$ cat config.mk
export PLATFORM = sky130hd
export DESIGN_NAME = tdm_demux1to8
export DESIGN_NICKNAME = d
export VERILOG_FILES = /design/src/rtl/tdm_demux_pkg.sv /design/src/rtl/tdm_slot_counter.sv /design/src/rtl/tdm_demux1to8.sv
export SDC_FILE = /design/constraint.sdc
export NUM_CORES = 1
export LEC_CHECK = 0
export ABC_CLOCK_PERIOD_IN_PS = 1900
export BUFFER_PORTS_ARGS = -buffer_cell sky130_fd_sc_hd__buf_2
export CORE_MARGIN = 2
export CORE_UTILIZATION = 47
export CTS_CLUSTER_SIZE = 12
export DETAILED_ROUTE_END_ITERATION = 8
export PLACE_DENSITY_LB_ADDON = 0.08
export SLEW_MARGIN = 20
export SYNTH_ARGS = -nofsm -noshare
export SYNTH_HDL_FRONTEND = slang
export SYNTH_HIERARCHICAL = 1
export SYNTH_SLANG_ARGS = --single-unit
$ cat constraint.sdc
create_clock -name clk -period 1.9 [get_ports clk]
set_input_delay 0.19 -clock clk [delete_from_list [all_inputs] [get_ports clk]]
set_output_delay 0.19 -clock clk [all_outputs]
set_load 0.005 [all_outputs]
$ cat src/rtl/tdm_demux_pkg.sv
// Shared types and default sizes for the TDM 1:8 demultiplexer.
// Optional ERR_CNT output is enabled with TDM_DEMUX_ERR_CNT_EN.
package tdm_demux_pkg;

  typedef enum logic {
    HUNT = 1'b0,
    RUN  = 1'b1
  } tdm_state_e;

  localparam int DEF_WIDTH = 1;
  localparam int DEF_LANES = 8;
  localparam int SLOT_W    = $clog2(DEF_LANES);
  localparam int ERR_CNT_W = 8;

endpackage

$ cat src/rtl/tdm_slot_counter.sv
// Slot index register: clear, load-to-1, or increment with natural wrap.
// Controls are one-hot or all idle; the top guarantees exclusivity.
module tdm_slot_counter
  import tdm_demux_pkg::*;
#(
  parameter int LANES = DEF_LANES
) (
  input  logic                     clk,
  input  logic                     rst_n,
  input  logic                     clr,
  input  logic                     load1,
  input  logic                     inc,
  output logic [$clog2(LANES)-1:0] slot
);

  localparam int SW = $clog2(LANES);

  logic [SW-1:0] slot_q;
  logic [SW-1:0] slot_d;

  always_comb begin
    slot_d = slot_q;
    unique case (1'b1)
      clr:     slot_d = '0;
      load1:   slot_d = SW'(1);
      inc:     slot_d = slot_q + SW'(1);
      default: slot_d = slot_q;
    endcase
  end

  always_ff @(posedge clk) begin
    if (!rst_n) slot_q <= '0;
    else        slot_q <= slot_d;
  end

  assign slot = slot_q;

endmodule

$ cat src/rtl/tdm_demux1to8.sv
// TDM 1:LANES demultiplexer: rebuilds parallel lanes from a SYNC-marked stream.
// Define TDM_DEMUX_ERR_CNT_EN to add a saturating ERR_CNT output.
module tdm_demux1to8
  import tdm_demux_pkg::*;
#(
  parameter int WIDTH = DEF_WIDTH,
  parameter int LANES = DEF_LANES
) (
  input  logic                     clk,
  input  logic                     rst_n,
  input  logic [WIDTH-1:0]         D,
  input  logic                     D_VALID,
  input  logic                     SYNC,
  output logic [LANES*WIDTH-1:0]   Y,
  output logic                     Y_VALID,
  output logic [$clog2(LANES)-1:0] SLOT,
  output logic                     ERR
`ifdef TDM_DEMUX_ERR_CNT_EN
  ,
  output logic [ERR_CNT_W-1:0]     ERR_CNT
`endif
);

  localparam int SW = $clog2(LANES);
  localparam logic [SW-1:0] LAST = SW'(LANES - 1);

  tdm_state_e state_q, state_d;

  logic [WIDTH-1:0]       shadow_q [LANES];
  logic [WIDTH-1:0]       shadow_d [LANES];
  logic [LANES*WIDTH-1:0] y_q, y_d;
  logic                   yv_q, yv_d;
  logic                   err_q, err_d;
  logic                   s_clr, s_load, s_inc;
  logic [SW-1:0]          slot;

  tdm_slot_counter #(
    .LANES(LANES)
  ) u_slot (
    .clk  (clk),
    .rst_n(rst_n),
    .clr  (s_clr),
    .load1(s_load),
    .inc  (s_inc),
    .slot (slot)
  );

  always_comb begin
    state_d  = state_q;
    shadow_d = shadow_q;
    y_d      = y_q;
    yv_d     = 1'b0;
    err_d    = 1'b0;
    s_clr    = 1'b0;
    s_load   = 1'b0;
    s_inc    = 1'b0;
    if (D_VALID) begin
      unique case (state_q)
        HUNT: begin
          if (SYNC) begin
            shadow_d[0] = D;
            s_load      = 1'b1;
            state_d     = RUN;
          end
        end
        RUN: begin
          unique case (1'b1)
            SYNC: begin
              // Early SYNC restarts the frame at lane 0
              shadow_d[0] = D;
              s_load      = 1'b1;
              err_d       = (slot != '0);
            end
            (!SYNC && slot == '0): begin
              err_d   = 1'b1;
              state_d = HUNT;
            end
            (!SYNC && slot == LAST): begin
              for (int k = 0; k < LANES - 1; k++)
                y_d[k*WIDTH +: WIDTH] = shadow_q[k];
              y_d[(LANES-1)*WIDTH +: WIDTH] = D;
              yv_d  = 1'b1;
              s_clr = 1'b1;
            end
            default: begin
              shadow_d[slot] = D;
              s_inc          = 1'b1;
            end
          endcase
        end
        default: state_d = HUNT;
      endcase
    end
  end

  always_ff @(posedge clk) begin
    if (!rst_n) begin
      state_q <= HUNT;
      for (int k = 0; k < LANES; k++) shadow_q[k] <= '0;
      y_q     <= '0;
      yv_q    <= 1'b0;
      err_q   <= 1'b0;
    end else begin
      state_q  <= state_d;
      shadow_q <= shadow_d;
      y_q      <= y_d;
      yv_q     <= yv_d;
      err_q    <= err_d;
    end
  end

`ifdef TDM_DEMUX_ERR_CNT_EN
  logic [ERR_CNT_W-1:0] cnt_q, cnt_d;

  always_comb begin
    cnt_d = cnt_q;
    if (err_d && cnt_q != '1) cnt_d = cnt_q + 1'b1;
  end

  always_ff @(posedge clk) begin
    if (!rst_n) cnt_q <= '0;
    else        cnt_q <= cnt_d;
  end

  assign ERR_CNT = cnt_q;
`endif

  assign Y       = y_q;
  assign Y_VALID = yv_q;
  assign ERR     = err_q;
  assign SLOT    = slot;

endmodule

==> results of run 1 <==
-- power by group --
part           leakage [uW]  internal, uW  switching [uW]
Combinational      0.000260          20.8            29.0
Clock             0.0000150          81.8             124
Sequential         0.000170           445            4.69
-- path summary, 6_finish.rpt --
| check | start | endpoint | cells past startpoint |
|---|---|---|---|
| setup reg to reg | u_slot/slot[1]$_SDFFE_PN0P_ | u_slot/slot[1]$_SDFFE_PN0P_ | 6 |
| hold reg to reg | shadow_q[7]$_SDFFE_PN0P_ | shadow_q[7]$_SDFFE_PN0P_ | 2 |
| setup / recovery | u_slot/slot[1]$_SDFFE_PN0P_ | u_slot/slot[1]$_SDFFE_PN0P_ | 6 |
| hold / removal | rst_n | u_slot/slot[0]$_SDFFE_PN0P_ | 2 |
-- kinds of logic after synthesis --
family / after synthesis / share of synthesized area (%)
AOI/OAI and AO/OA: 11 / 7.363
adders and majority gates: 3 / 4.016
buffers and inverters: 8 / 5.220
DFF: 21 / 44.98
muxes: 13 / 13.92
and+or+nand+nor: 43 / 24.50
-- flip-flops by register name, summed over array words and instances, names as in the netlist --
register / cells
Y: 8
u_slot/slot: 3
state_q: 1
shadow_q: 7
ERR: 1
Y_VALID: 1
-- metrics by stage --
| step | hold slack (ps) | cells | area, um^2 |
|---|---|---|---|
| 2_1_floorplan | 304.2 | 99 | 934.6 |
| 3_3_place_gp | 452.4 | 143 | 1050 |
| 3_5_place_dp | 462.6 | 143 | 1050 |
| 4_1_cts | 170.3 | 147 | 1076 |
| 5_1_grt | 183.9 | 147 | 1086 |
| 6_report | 179.7 | 147 | 1086 |
-- Yosys cell counts, types with 2 or more instances --
master,count,share of area (%)
ha_1,3,4.0
o21ai_0,3,1.6
dfxtp_1,21,45
nor3_1,4,2.1
nand3_1,3,1.6
a311oi_1,2,1.9
mux2i_1,13,14
nor2_1,16,6.4
nand2b_1,2,1.3
inv_1,3,1.2
nor3b_1,2,1.6
a21oi_1,4,2.1
buf_2,2,1.1
nand2_1,6,2.4
-- routing by layer --
| layer | up-vias | share of wire, % |
|---|---|---|
| met4 | 0 | 1.6 |
| met1 | 340 | 47 |
| met5 | - | 0 |
| met3 | 4 | 4.1 |
| met2 | 15 | 47 |
| li1 | 385 | - |
-- critical path, delay by kind of cell, from the launching register on --
kind | cells | cell delay, ps
compound gates | 1 | 150
fa+ha+maj | 1 | 200
flops | 1 | 320
simple gates | 4 | 1060
-- layout make-up --
class / count / share of cell area, %
Inverter: 4 / 1.382
Sequential cell: 21 / 38.71
Timing Repair Buffer: 21 / 10.60
Multi-Input combinational cell: 70 / 43.78
Tap cell: 27 / 3.111
Clock buffer: 4 / 2.419
==> results.txt, run 1 <==
Status - finished clean
# IOs - 18
Buffer count from post-CTS setup fixing - 0
Routed WL - 1733 um
CP Max Fanout - 7
Grt met2 use - 26.62%
Worst skew pair latency - 300 ps
RePlAce Congestion - 0.8115
Synth-to-Final Area Change - 16.20%
Most frequent cells in the layout - dfxtp_1 (21), buf_2 (17), nor2_1 (15)
Max VDD drop - 0.3516 mV
Yosys reg bits - 21
Endpoint class of the critical path - flip-flop
Via/cell ratio - 5.061
Worst slew pin tran - 454.6 ps
Final Hold Violating Endpoints - 0
Root Driver - clkbuf_4
Worst Hold Class - primary input to flip-flop
Cts hold-fix bufs - 0
I/O Buffers - 17
Synth Instances - 99
CP Class - flip-flop to flip-flop
Fillers - 199
Pre-antenna DRT Iters - 4
Util after Layout - 56.51%
Total congestion overflow - 0
Vias - 744
Gr usage total - 17.48%
Synth Warn # - 6
# rows - 16
Data required time at the worst endpoint - 2130 ps
GR peak layer - met2
Core ar. - 0.001922 mm^2
Die Span Y - 48.60 um
Async SR Flop Fraction - 0%
H-Tree Depth - 1
ANT nets after route - 0
Top FF cell, synth - dfxtp_1
Fin Clk Skew - 4.316 ps
Die X - 48.60 um
Initial DRC count - 3
Worst path arrival time - 2030 ps
Max Clk Rate - 556.0 MHz
Final min period - 1799 ps
Clock transition at path regs - 100 ps
Ant diodes - 0
Fraction of layout cells with a size suffix above 1 - 25.00%
Netlist cell types - 29
Post-Place Setup Slack - 47.42 ps
Routing usage on met1 - 23.74%
CP max-delay cell - or4b_1
Met3 usage - 3.395%
Area occupied by multi-input gates - 475.5 um^2
Total Power - 705.4 uW
Final TNS setup - 0 ps
First-pass GRT wire length - 3201 um
Power density cells - 649.5 mW/mm^2
Initial antenna violation count - 0
Layout Nets - 129
Post-DP HPWL - 1264 um
RSZ-0062 raised after global routing - false
Setup violations, final - 0
Die area - 0.002361 mm^2
CP Cell Sequence - or3_4 > ha_2 > nand3_2 > nor2_2 > or4b_1 > a21oi_1
TritonCTS buffer count - 3
Post-Syn Area per Cell - 9.441 um^2
Period utilisation layout - 94.67%
Post-synth net total - 107
Static leakage - 0.0004445 uW
Largest net degree at the start of global routing - 16
Max transition margin - 69.66%
Wirelength per Cell - 11.79 um
CP startpoint kind - flip-flop
Register area share after synthesis - 44.98%
CTS tree - built
DRC viols - 0
Setup WS post-layout - 101.3 ps
Max-Cap Viols - 0
R2r setup slk - 100 ps
Mapped cell area - 934.6 um^2
Slowest cell delay on critical path - 520 ps
Reg area - 420.4 um^2
Clk sink count - 21
Post-synth EDFFs - 0
Post-cts sizing count - 0
Initial core utilization - 48.63%
Vias in the first global route - 719
Maximum clock insertion buffer count - 2
Commonest non-fill, non-tap cell in the layout - dfxtp_1
Slew Viols, Final - 0
Note: power is estimated with default switching activity, not from simulation.
==> inputs of run 2 (changes only) <==
Settings changed: ABC_CLOCK_PERIOD_IN_PS 1900 to 2300, CORE_UTILIZATION 47 to 53.
Clock period 1.9 ns to 2.3 ns, I/O delays scaled along.
==> run 2 against run 1 <==
- register-to-register slack improved by 130 ps
- worst setup slack gained 130 ps
- clock-buffer cell count unchanged
- global-route usage grew 1.9 points
- highest routed layer unchanged
- critical path depth unchanged
- critical endpoint unchanged
- maximum frequency is 13% lower
- routed wire length down 0.81%
- sequential share of layout area up 1.7 points
- clock skew decreased by 1.8 ps
==> results.txt, run 2 (synthesis gave the netlist of run 1 again) <==
Root Driver - clkbuf_4
ANT nets after route - 0 (unchanged)
Die area - 0.002116 mm^2 (-10%)
Max reg flops - 8 (unchanged)
Gr usage total - 19.35% (+1.9 points)
Die Span Y - 46.00 um (-5.4%)
H-Tree Depth - 1 (unchanged)
RePlAce Congestion - 0.8991 (+11%)
Area occupied by multi-input gates - 465.4 um^2 (-2.1%)
Clk sink count - 21 (unchanged)
Most frequent cells in the layout - dfxtp_1 (21), buf_2 (17), nor2_1 (16)
Initial DRC count - 12 (+9)
Final Hold Violating Endpoints - 0 (unchanged)
Post-Place Setup Slack - 282.6 ps (+235.1 ps)
Wirelength per Cell - 12.83 um (+8.8%)
First-pass GRT wire length - 2960 um (-7.5%)
Commonest non-fill, non-tap cell in the layout - dfxtp_1
Setup WS post-layout - 232.9 ps (+131.6 ps)
Status - finished clean
Max VDD drop - 0.3726 mV (+6.0%)
Initial antenna violation count - 0 (unchanged)
Clock transition at path regs - 110 ps (about the same)
Buffer count from post-CTS setup fixing - 0 (unchanged)
CP startpoint kind - flip-flop
Data required time at the worst endpoint - 2540 ps (+410 ps)
Setup violations, final - 0 (unchanged)
Worst slew pin tran - 428.8 ps (-25.79 ps)
Final min period - 2067 ps (+268.4 ps)
Synth-to-Final Area Change - 11.38%
Fraction of layout cells with a size suffix above 1 - 20.51% (-4.5 points)
Final TNS setup - 0 ps (unchanged)
Routed WL - 1719 um (-0.81%)
DRC viols - 0 (unchanged)
Post-cts sizing count - 0 (unchanged)
Power density cells - 561.8 mW/mm^2 (-14%)
Pre-antenna DRT Iters - 4 (unchanged)
Ant diodes - 0 (unchanged)
# IOs - 18 (unchanged)
Static leakage - 0.0004318 uW (-2.9%)
Max transition margin - 71.38% (+1.7 points)
Vias in the first global route - 673 (-6.4%)
Largest net degree at the start of global routing - 16 (unchanged)
Reg area - 420.4 um^2 (unchanged)
Max Clk Rate - 483.8 MHz (-13%)
Post-DP HPWL - 1232 um (-2.6%)
I/O Buffers - 17 (unchanged)
Fin Clk Skew - 2.483 ps (-1.833 ps)
# rows - 15 (-1)
Fillers - 164 (-18%)
Die X - 46.00 um (-5.4%)
Slew Viols, Final - 0 (unchanged)
CP Class - flip-flop to flip-flop
RSZ-0062 raised after global routing - false
TritonCTS buffer count - 3 (unchanged)
Period utilisation layout - 89.87% (-4.8 points)
CP Max Fanout - 9 (+2)
Max-Cap Viols - 0 (unchanged)
CTS tree - built
Endpoint class of the critical path - flip-flop
Worst skew pair latency - 290 ps (about the same)
Total congestion overflow - 0 (unchanged)
Via/cell ratio - 5.634 (+11%)
Layout Nets - 126 (-2.3%)
Worst Hold Class - primary input to flip-flop
Maximum clock insertion buffer count - 2 (unchanged)
Vias - 755 (+1.5%)
Worst path arrival time - 2300 ps (+270 ps)
Initial core utilization - 55.33% (+6.7 points)
Core ar. - 0.001689 mm^2 (-12%)
Cts hold-fix bufs - 0 (unchanged)
## run 2: cell types whose count changed in the layout (fill, tap and decap cells not counted), sizes merged
cell / previous run / this run
buf: 21 / 18
## run 2: final timing paths
check                         startpoint                          end  slack, ps  cells past startpoint
max          u_slot/slot[1]$_SDFFE_PN0P_  u_slot/slot[1]$_SDFFE_PN0P_        230                      6
min                              D_VALID         state_q$_SDFFE_PN0P_        220                      2
max reg2reg  u_slot/slot[1]$_SDFFE_PN0P_  u_slot/slot[1]$_SDFFE_PN0P_        230                      6
min reg2reg     shadow_q[7]$_SDFFE_PN0P_     shadow_q[7]$_SDFFE_PN0P_        490                      2
## run 2: cell type report
type | count | share of cell area (%)
well taps | 17 | 2.043
repair buffers | 18 | 8.894
multi-input cells | 70 | 44.71
clock buffers | 4 | 2.524
flip-flops and latches | 21 | 40.38
inverters | 4 | 1.442
## run 2: per-layer routing
layer,wire [um],up-vias,global-route usage [%]
met5,0,-,0
met4,44,0,11.43
met3,66,6,2.381
met2,758,17,27.22
met1,851,351,27.85
li1,-,381,-
## run 2: per-stage QoR
stage | cells | total power, uW | hold slack, ps | utilization (%) | area, um^2
after global placement | 130 | 419.7 | 450.7 | 60.07 | 1015
after floorplan | 99 | 405.2 | 344.2 | - | 934.6
after detailed placement | 130 | 420.4 | 471.8 | 60.07 | 1015
after global routing | 134 | 608.9 | 229.7 | 61.63 | 1041
after CTS | 134 | 589.5 | 214.2 | 61.63 | 1041
final | 134 | 584.8 | 223.0 | 61.63 | 1041
## run 2: critical path, cell delays in order, from the launching register on
cell and delay [ps]:
dfxtp_1 410, or3_4 420, ha_1 220, nand3_1 160, nor2_1 130, or4b_1 530
a21oi_1 140
## run 2: power breakdown
group	switching [uW]	leakage, uW	total, uW	internal [uW]
Combinational	24.4	0.000247	41.2	16.8
Sequential	4.09	0.000170	372	368
Clock	105	0.0000150	172	67.5
Total	133	0.000432	585	452
